### src/rtl/ocl_regbus_bridge.sv
// rtl/ocl_regbus_bridge.sv - AXI-Lite slave to one-cycle register-bus strobe bridge
// Range, alignment and strobe checking; every downstream read is bounded by a timeout.
module ocl_regbus_bridge #(
  parameter logic [31:0] ADDR_LIMIT   = 32'h0001_0000,
  parameter int          RD_TIMEOUT   = 255,
  parameter logic [31:0] TIMEOUT_DATA = 32'hDEAD_BEEF
) (
  input  logic        clk,
  input  logic        axi_rstn,
  input  logic        awvalid,
  output logic        awready,
  input  logic [31:0] awaddr,
  input  logic        wvalid,
  output logic        wready,
  input  logic [31:0] wdata,
  input  logic [3:0]  wstrb,
  output logic        bvalid,
  input  logic        bready,
  output logic [1:0]  bresp,
  input  logic        arvalid,
  output logic        arready,
  input  logic [31:0] araddr,
  output logic        rvalid,
  input  logic        rready,
  output logic [31:0] rdata,
  output logic [1:0]  rresp,
  output logic        reg_wr_en,
  output logic [31:0] reg_wr_addr,
  output logic [31:0] reg_wdata,
  output logic        reg_rd_en,
  output logic [31:0] reg_rd_addr,
  input  logic        reg_rd_valid,
  input  logic [31:0] reg_rd_data,
  input  logic        reg_rd_err
);

  localparam int CNT_W = (RD_TIMEOUT < 2) ? 1 : $clog2(RD_TIMEOUT + 1);
  localparam logic [CNT_W-1:0] TO_CNT = CNT_W'(RD_TIMEOUT);

  localparam logic [1:0] RESP_OKAY   = 2'b00;
  localparam logic [1:0] RESP_SLVERR = 2'b10;
  localparam logic [1:0] RESP_DECERR = 2'b11;

  typedef enum logic [2:0] {
    IDLE    = 3'd0,
    WR_DATA = 3'd1,
    WR_RESP = 3'd2,
    RD_WAIT = 3'd3,
    RD_RESP = 3'd4
  } state_t;

  state_t            state_q, state_d;
  logic [31:0]       addr_q, addr_d;
  logic [31:0]       wdata_q, wdata_d;
  logic              bvalid_q, bvalid_d;
  logic [1:0]        bresp_q, bresp_d;
  logic              rvalid_q, rvalid_d;
  logic [1:0]        rresp_q, rresp_d;
  logic [31:0]       rdata_q, rdata_d;
  logic              wr_en_q, wr_en_d;
  logic              rd_en_q, rd_en_d;
  logic [CNT_W-1:0]  cnt_q, cnt_d;
  logic [CNT_W-1:0]  cnt_inc;

  function automatic logic addr_bad(input logic [31:0] a);
    return (a >= ADDR_LIMIT) || (a[1:0] != 2'b00);
  endfunction

  assign cnt_inc = cnt_q + 1'b1;

  always_comb begin
    state_d  = state_q;
    addr_d   = addr_q;
    wdata_d  = wdata_q;
    bvalid_d = bvalid_q;
    bresp_d  = bresp_q;
    rvalid_d = rvalid_q;
    rresp_d  = rresp_q;
    rdata_d  = rdata_q;
    cnt_d    = cnt_q;
    wr_en_d  = 1'b0;
    rd_en_d  = 1'b0;
    case (state_q)
      IDLE: begin
        // A write wins when both address channels are valid together.
        if (awvalid) begin
          addr_d  = awaddr;
          state_d = WR_DATA;
        end else if (arvalid) begin
          addr_d = araddr;
          if (addr_bad(araddr)) begin
            rvalid_d = 1'b1;
            rresp_d  = RESP_DECERR;
            rdata_d  = 32'h0;
            state_d  = RD_RESP;
          end else begin
            rd_en_d = 1'b1;
            state_d = RD_WAIT;
          end
        end
      end
      WR_DATA: begin
        if (wvalid) begin
          wdata_d  = wdata;
          bvalid_d = 1'b1;
          state_d  = WR_RESP;
          if (addr_bad(addr_q)) begin
            bresp_d = RESP_DECERR;
          end else if (wstrb != 4'hF) begin
            bresp_d = RESP_SLVERR;
          end else begin
            bresp_d = RESP_OKAY;
            wr_en_d = 1'b1;
          end
        end
      end
      WR_RESP: begin
        if (bready) begin
          bvalid_d = 1'b0;
          state_d  = IDLE;
        end
      end
      RD_WAIT: begin
        cnt_d = cnt_inc;
        // Downstream data takes precedence over a timeout landing in the same cycle.
        if (reg_rd_valid) begin
          rdata_d  = reg_rd_data;
          rresp_d  = reg_rd_err ? RESP_SLVERR : RESP_OKAY;
          rvalid_d = 1'b1;
          cnt_d    = '0;
          state_d  = RD_RESP;
        end else if (cnt_inc == TO_CNT) begin
          rdata_d  = TIMEOUT_DATA;
          rresp_d  = RESP_SLVERR;
          rvalid_d = 1'b1;
          cnt_d    = '0;
          state_d  = RD_RESP;
        end
      end
      RD_RESP: begin
        if (rready) begin
          rvalid_d = 1'b0;
          state_d  = IDLE;
        end
      end
      default: begin
        state_d = IDLE;
      end
    endcase
  end

  always_ff @(posedge clk) begin
    if (!axi_rstn) begin
      state_q  <= IDLE;
      addr_q   <= 32'h0;
      wdata_q  <= 32'h0;
      bvalid_q <= 1'b0;
      bresp_q  <= 2'b00;
      rvalid_q <= 1'b0;
      rresp_q  <= 2'b00;
      rdata_q  <= 32'h0;
      wr_en_q  <= 1'b0;
      rd_en_q  <= 1'b0;
      cnt_q    <= '0;
    end else begin
      state_q  <= state_d;
      addr_q   <= addr_d;
      wdata_q  <= wdata_d;
      bvalid_q <= bvalid_d;
      bresp_q  <= bresp_d;
      rvalid_q <= rvalid_d;
      rresp_q  <= rresp_d;
      rdata_q  <= rdata_d;
      wr_en_q  <= wr_en_d;
      rd_en_q  <= rd_en_d;
      cnt_q    <= cnt_d;
    end
  end

  // arready is held low while reset is asserted so the reset state shows only awready high.
  assign awready     = (state_q == IDLE);
  assign arready     = (state_q == IDLE) && !awvalid && axi_rstn;
  assign wready      = (state_q == WR_DATA);
  assign bvalid      = bvalid_q;
  assign bresp       = bresp_q;
  assign rvalid      = rvalid_q;
  assign rresp       = rresp_q;
  assign rdata       = rdata_q;
  assign reg_wr_en   = wr_en_q;
  assign reg_wr_addr = addr_q;
  assign reg_wdata   = wdata_q;
  assign reg_rd_en   = rd_en_q;
  assign reg_rd_addr = addr_q;

endmodule
### config.mk
export PLATFORM = sky130hd
export DESIGN_NAME = ocl_regbus_bridge
export DESIGN_NICKNAME = d
export VERILOG_FILES = /design/src/rtl/ocl_regbus_bridge.sv
export SDC_FILE = /design/constraint.sdc
export NUM_CORES = 1
export LEC_CHECK = 0
export ABC_AREA = 1
export CORE_AREA = 2 2 120 122
export DETAILED_ROUTE_END_ITERATION = 6
export DIE_AREA = 0 0 122 124
export PLACE_DENSITY = 0.79
export REMOVE_ABC_BUFFERS = 1
export SLEW_MARGIN = 10
export SYNTH_ARGS = -nofsm -noshare
export SYNTH_HDL_FRONTEND = slang
export SYNTH_SLANG_ARGS = --single-unit
### constraint.sdc
create_clock -name clk -period 2.2 [get_ports clk]
set_input_delay 0.44 -clock clk [delete_from_list [all_inputs] [get_ports clk]]
set_output_delay 0.44 -clock clk [all_outputs]
set_load 0.02 [all_outputs]
==> impl_metrics.py, run 1 <==
metrics = {
    "worst_setup_path": {
        "regToRegSetupSlack_ns": 0.18,
        "rr_startpoint": "cnt_q[0]",
        "max_stage_delay_ns": 0.40,
        "required_ns": 2.51,
        "worstPathMaxFanout": 19,
        "ff2ff_path_depth": 13,
        "criticalPathCategory": "reg2reg",
        "reg2reg_to": "rdata[2]",
        "path_cells": "ha_1 -> inv_1 -> nand2_1 -> nand2_1 -> nor2_1 -> nand3_1 -> nor2_2 -> nand2_4 -> nand2_8 -> nand2_8 -> buf_12 -> o21ai_0 -> nor2_1",
        "slowest_stage": "dfxtp_1",
        "end_kind": "register",
        "cp-start-kind": "register",
        "worstPathArrival_ns": 2.33,
    },
    "power_and_ir_drop": {
        "powerDensity_nw_per_um2": 1160,
        "switchingPower_mw": 3.65,
        "total_power_mw": 10.2,
        "switching_share_pct": 35.7,
        "p_leak_nw": 3.62,
        "p_comb_share_pct": 42.1,
        "p_int_mw": 6.58,
        "ir_drop_uv": 667,
        "power_frac_clock_pct": 28.9,
        "seqPwrFrac_pct": 29.1,
    },
    "floorplanning": {
        "io_pins": 280,
        "core_area_um2": 13700,
        "rows": 43,
        "start_util_pct": 39.3,
        "die_w_um": 122,
        "die-area_um2": 15100,
        "die_h_um": 124,
    },
    "cells_and_area": {
        "layout-drive-gt1-share_pct": 7.04,
        "insertedDiodeCount": 0,
        "syn_to_final_growth_pct": 63.1,
        "fin_cells": 1217,
        "nNetsFinal": 1167,
    },
    "sta": {
        "grt_setup_unrepaired": "false",
        "worst_slack_ns": 0.175,
        "finClkSkew_ns": 0.00740,
        "period_needed_ns": 2.02,
        "tightest_slew_ns": 0.794,
        "tns_ns": 0,
        "max_freq_mhz": 494,
        "slew_headroom_pct": 47.1,
        "finalHoldViolations": 0,
        "setup_viol_count_final": 0,
        "slew_viol_final": 0,
        "min_period_over_period_pct": 92.0,
    },
    "worst_hold_path": {
        "hp-start": "rdata[8]",
        "holdPathStages": 2,
        "hold-path-endpoint": "rdata[8]",
        "hp-class": "reg2reg",
    },
    "global_routing": {
        "grt-ovfl-total": 0,
        "antenna_found_initial": 0,
        "grt_pass1_wl_um": 26300,
        "grt_max_degree": 90,
        "first_global_vias": 5229,
        "track_usage_pct": 22.4,
    },
    "clocking": {
        "cts_root_buf": "clkbuf_16",
        "cts_setup_buffers": 0,
        "cts_max_level": 4,
        "cts_tree": "yes",
        "clk_latency_ns": 0.42,
        "cts_buffer_depth": 2,
        "numClockSinks": 115,
        "postCtsHoldBufs": 0,
        "path_clk_slew_ns": 0.05,
        "cts_made_buffers": 17,
    },
    "logic_synthesis": {
        "yosys_register_bits": 115,
        "yosys_most_used_dff": "dfxtp_1",
        "avgSynthCellArea_um2": 6.93,
        "synth_top_area_share_pct": 42.7,
        "synth-compound-area-share_pct": 17.3,
        "yosysSeqAreaShare_pct": 42.7,
        "synth_fa_ha_area_share_pct": 0.464,
        "syn-cell-area_um2": 5400,
        "synth.area.top_cells": "dfxtp_1, nor2_1, nand2_1",
        "netlist_instances": 778,
        "yosys.area_share.xor_xnor_pct": 0,
        "ys_async_sr_fraction_pct": 0,
        "synthMuxAreaShare_pct": 0,
        "synth-simple-area-share_pct": 24.7,
        "yosysMostFrequentCell": "nor2_1",
        "yosysWarningCount": 0,
        "synth_top_family_by_area": "simple AND/OR/NAND/NOR gates",
        "yosys.area.top_type": "dfxtp_1",
        "ys_top_cells_by_count": "nor2_1, nand2_1, dfxtp_1",
        "synth_edf_count": 0,
        "synth_cell_types": 35,
    },
    "placed_design": {
        "hpwl_um": 12500,
        "pre_cts_ws_ns": -0.0398,
        "dp_cells": 1185,
        "port-buffer-count": 279,
        "place_congestion": 0.848,
    },
    "routing": {
        "drc": 0,
        "vias_per_cell": 4.69,
        "vias": 5712,
        "drt-initial-drc-count": 364,
        "first_pass_iters": 5,
        "drt-wirelength-per-cell_um": 14.1,
        "drt_wl_total_um": 17200,
        "ant_nets": 0,
    },
    "outcome": {
        "status": "complete, no violations",
    },
    "run": {
        "drv_cap": 0,
    },
}
[per-layer routing]
layer  track usage, %  wire, um  vias to the layer above
li1                 -         -                     2934
met1             27.2      7190                     2553
met2             38.3      8460                      200
met3             5.68      1230                       25
met4             8.62       306                        0
met5                0         0                        -
[worst max-delay path by stage]
stage	start	end	slack, ns	cells past startpoint
after global routing	cnt_q[0]	rdata[2]	0.0005	11
after global placement	awvalid	arready	0.01	5
after detailed placement	araddr[21]	rdata[13]	-0.04	11
after CTS	state_q[1]	wready	0.02	2
final	cnt_q[0]	rdata[2]	0.18	13
after floorplan	state_q[1]	reg_wr_en	-0.04	7
[what timing repair did]
item | 4_1_cts | 5_1_grt
resized for setup | 2 | 3
setup endpoints to repair | 2 | 2
hold endpoints to repair | 0 | 0
[worst max-delay path, delay by kind of cell, from the launching register on]
family | cells | cell delay (ns)
AND/OR/NAND/NOR | 9 | 0.83
flip-flops | 1 | 0.40
adder cells (fa/ha/maj) | 1 | 0.25
buffers and inverters | 2 | 0.23
AO/OA/AOI/OAI | 1 | 0.17
[power by group through the flow]
stage          logic, mW  clock network [mW]  registers [mW]
2_1_floorplan       1.27                   0            3.78
3_3_place_gp        4.27                   0            3.00
3_5_place_dp        4.32                   0            3.01
4_1_cts             4.33                3.00            2.98
5_1_grt             4.63                3.07            3.04
6_report            4.30                2.96            2.97
[area by class of cell]
cell class / instances / area, um2
Clock buffer: 23 / 488
Clock inverter: 9 / 150
Fill cell: 1181 / 4920
Inverter: 90 / 345
Multi-Input combinational cell: 497 / 2300
Sequential cell: 115 / 2300
Tap cell: 180 / 225
Timing Repair Buffer: 303 / 2990
[cell usage in the layout, fill, tap and decap left out, types with 2 or more instances in the layout]
cell type / netlist / final
nor2_1: 147 / 147
dfxtp_1: 115 / 115
nand2_2: 2 / 2
o22ai_1: 4 / 4
nand2_8: 2 / 2
clkbuf_1: 37 / 2
nand4_1: 9 / 9
a21oi_1: 67 / 67
clkdlybuf4s50_1: 0 / 275
buf_4: 33 / 22
nor2_2: 2 / 2
o21ai_1: 17 / 17
nand2_1: 127 / 127
inv_1: 85 / 85
nor4_1: 4 / 4
inv_2: 3 / 3
clkinv_2: 0 / 3
ha_1: 2 / 2
buf_12: 2 / 2
clkinvlp_4: 0 / 2
clkbuf_8: 0 / 4
nand3_1: 18 / 18
nor2_4: 2 / 2
a211oi_1: 12 / 12
o21ai_0: 72 / 72
clkbuf_16: 0 / 17
bufinv_16: 0 / 4
[state kept, by name (all words and copies together), names as in the netlist]
name	count
rresp	2
cnt_q	8
state_q	3
reg_rd_en	1
bvalid	1
reg_wr_en	1
bresp	2
reg_wdata	32
reg_rd_addr	32
rvalid	1
rdata	32
[logic make-up (layout without fill, tap and decap cells)]
| group | Yosys count | count (layout) |
|---|---|---|
| simple gates | 318 | 318 |
| fa+ha+maj | 2 | 2 |
| flops | 115 | 115 |
| compound gates | 177 | 177 |
| buf+inv | 166 | 425 |
[through the flow]
step                hold slack (ns)  cell area (um2)  utilization, %
CTS                           0.460             8800            64.1
global route                  0.486             8800            64.1
global placement              0.447             8160            59.5
detailed placement            0.452             8160            59.5
floorplan                     0.459             4940               -
finish                        0.459             8800            64.1
(Power assumes the default switching activity.)
==> run 2, diff against run 1 <==
--- a/config.mk
+++ b/config.mk
@@ -6,6 +6,7 @@
 export NUM_CORES = 1
 export LEC_CHECK = 0
 export ABC_AREA = 1
+export CAP_MARGIN = 15
 export CORE_AREA = 2 2 120 122
 export DETAILED_ROUTE_END_ITERATION = 6
 export DIE_AREA = 0 0 122 124
==> results of run 2 <==
Final layout, timing and power as in run 1 (identical DEF).
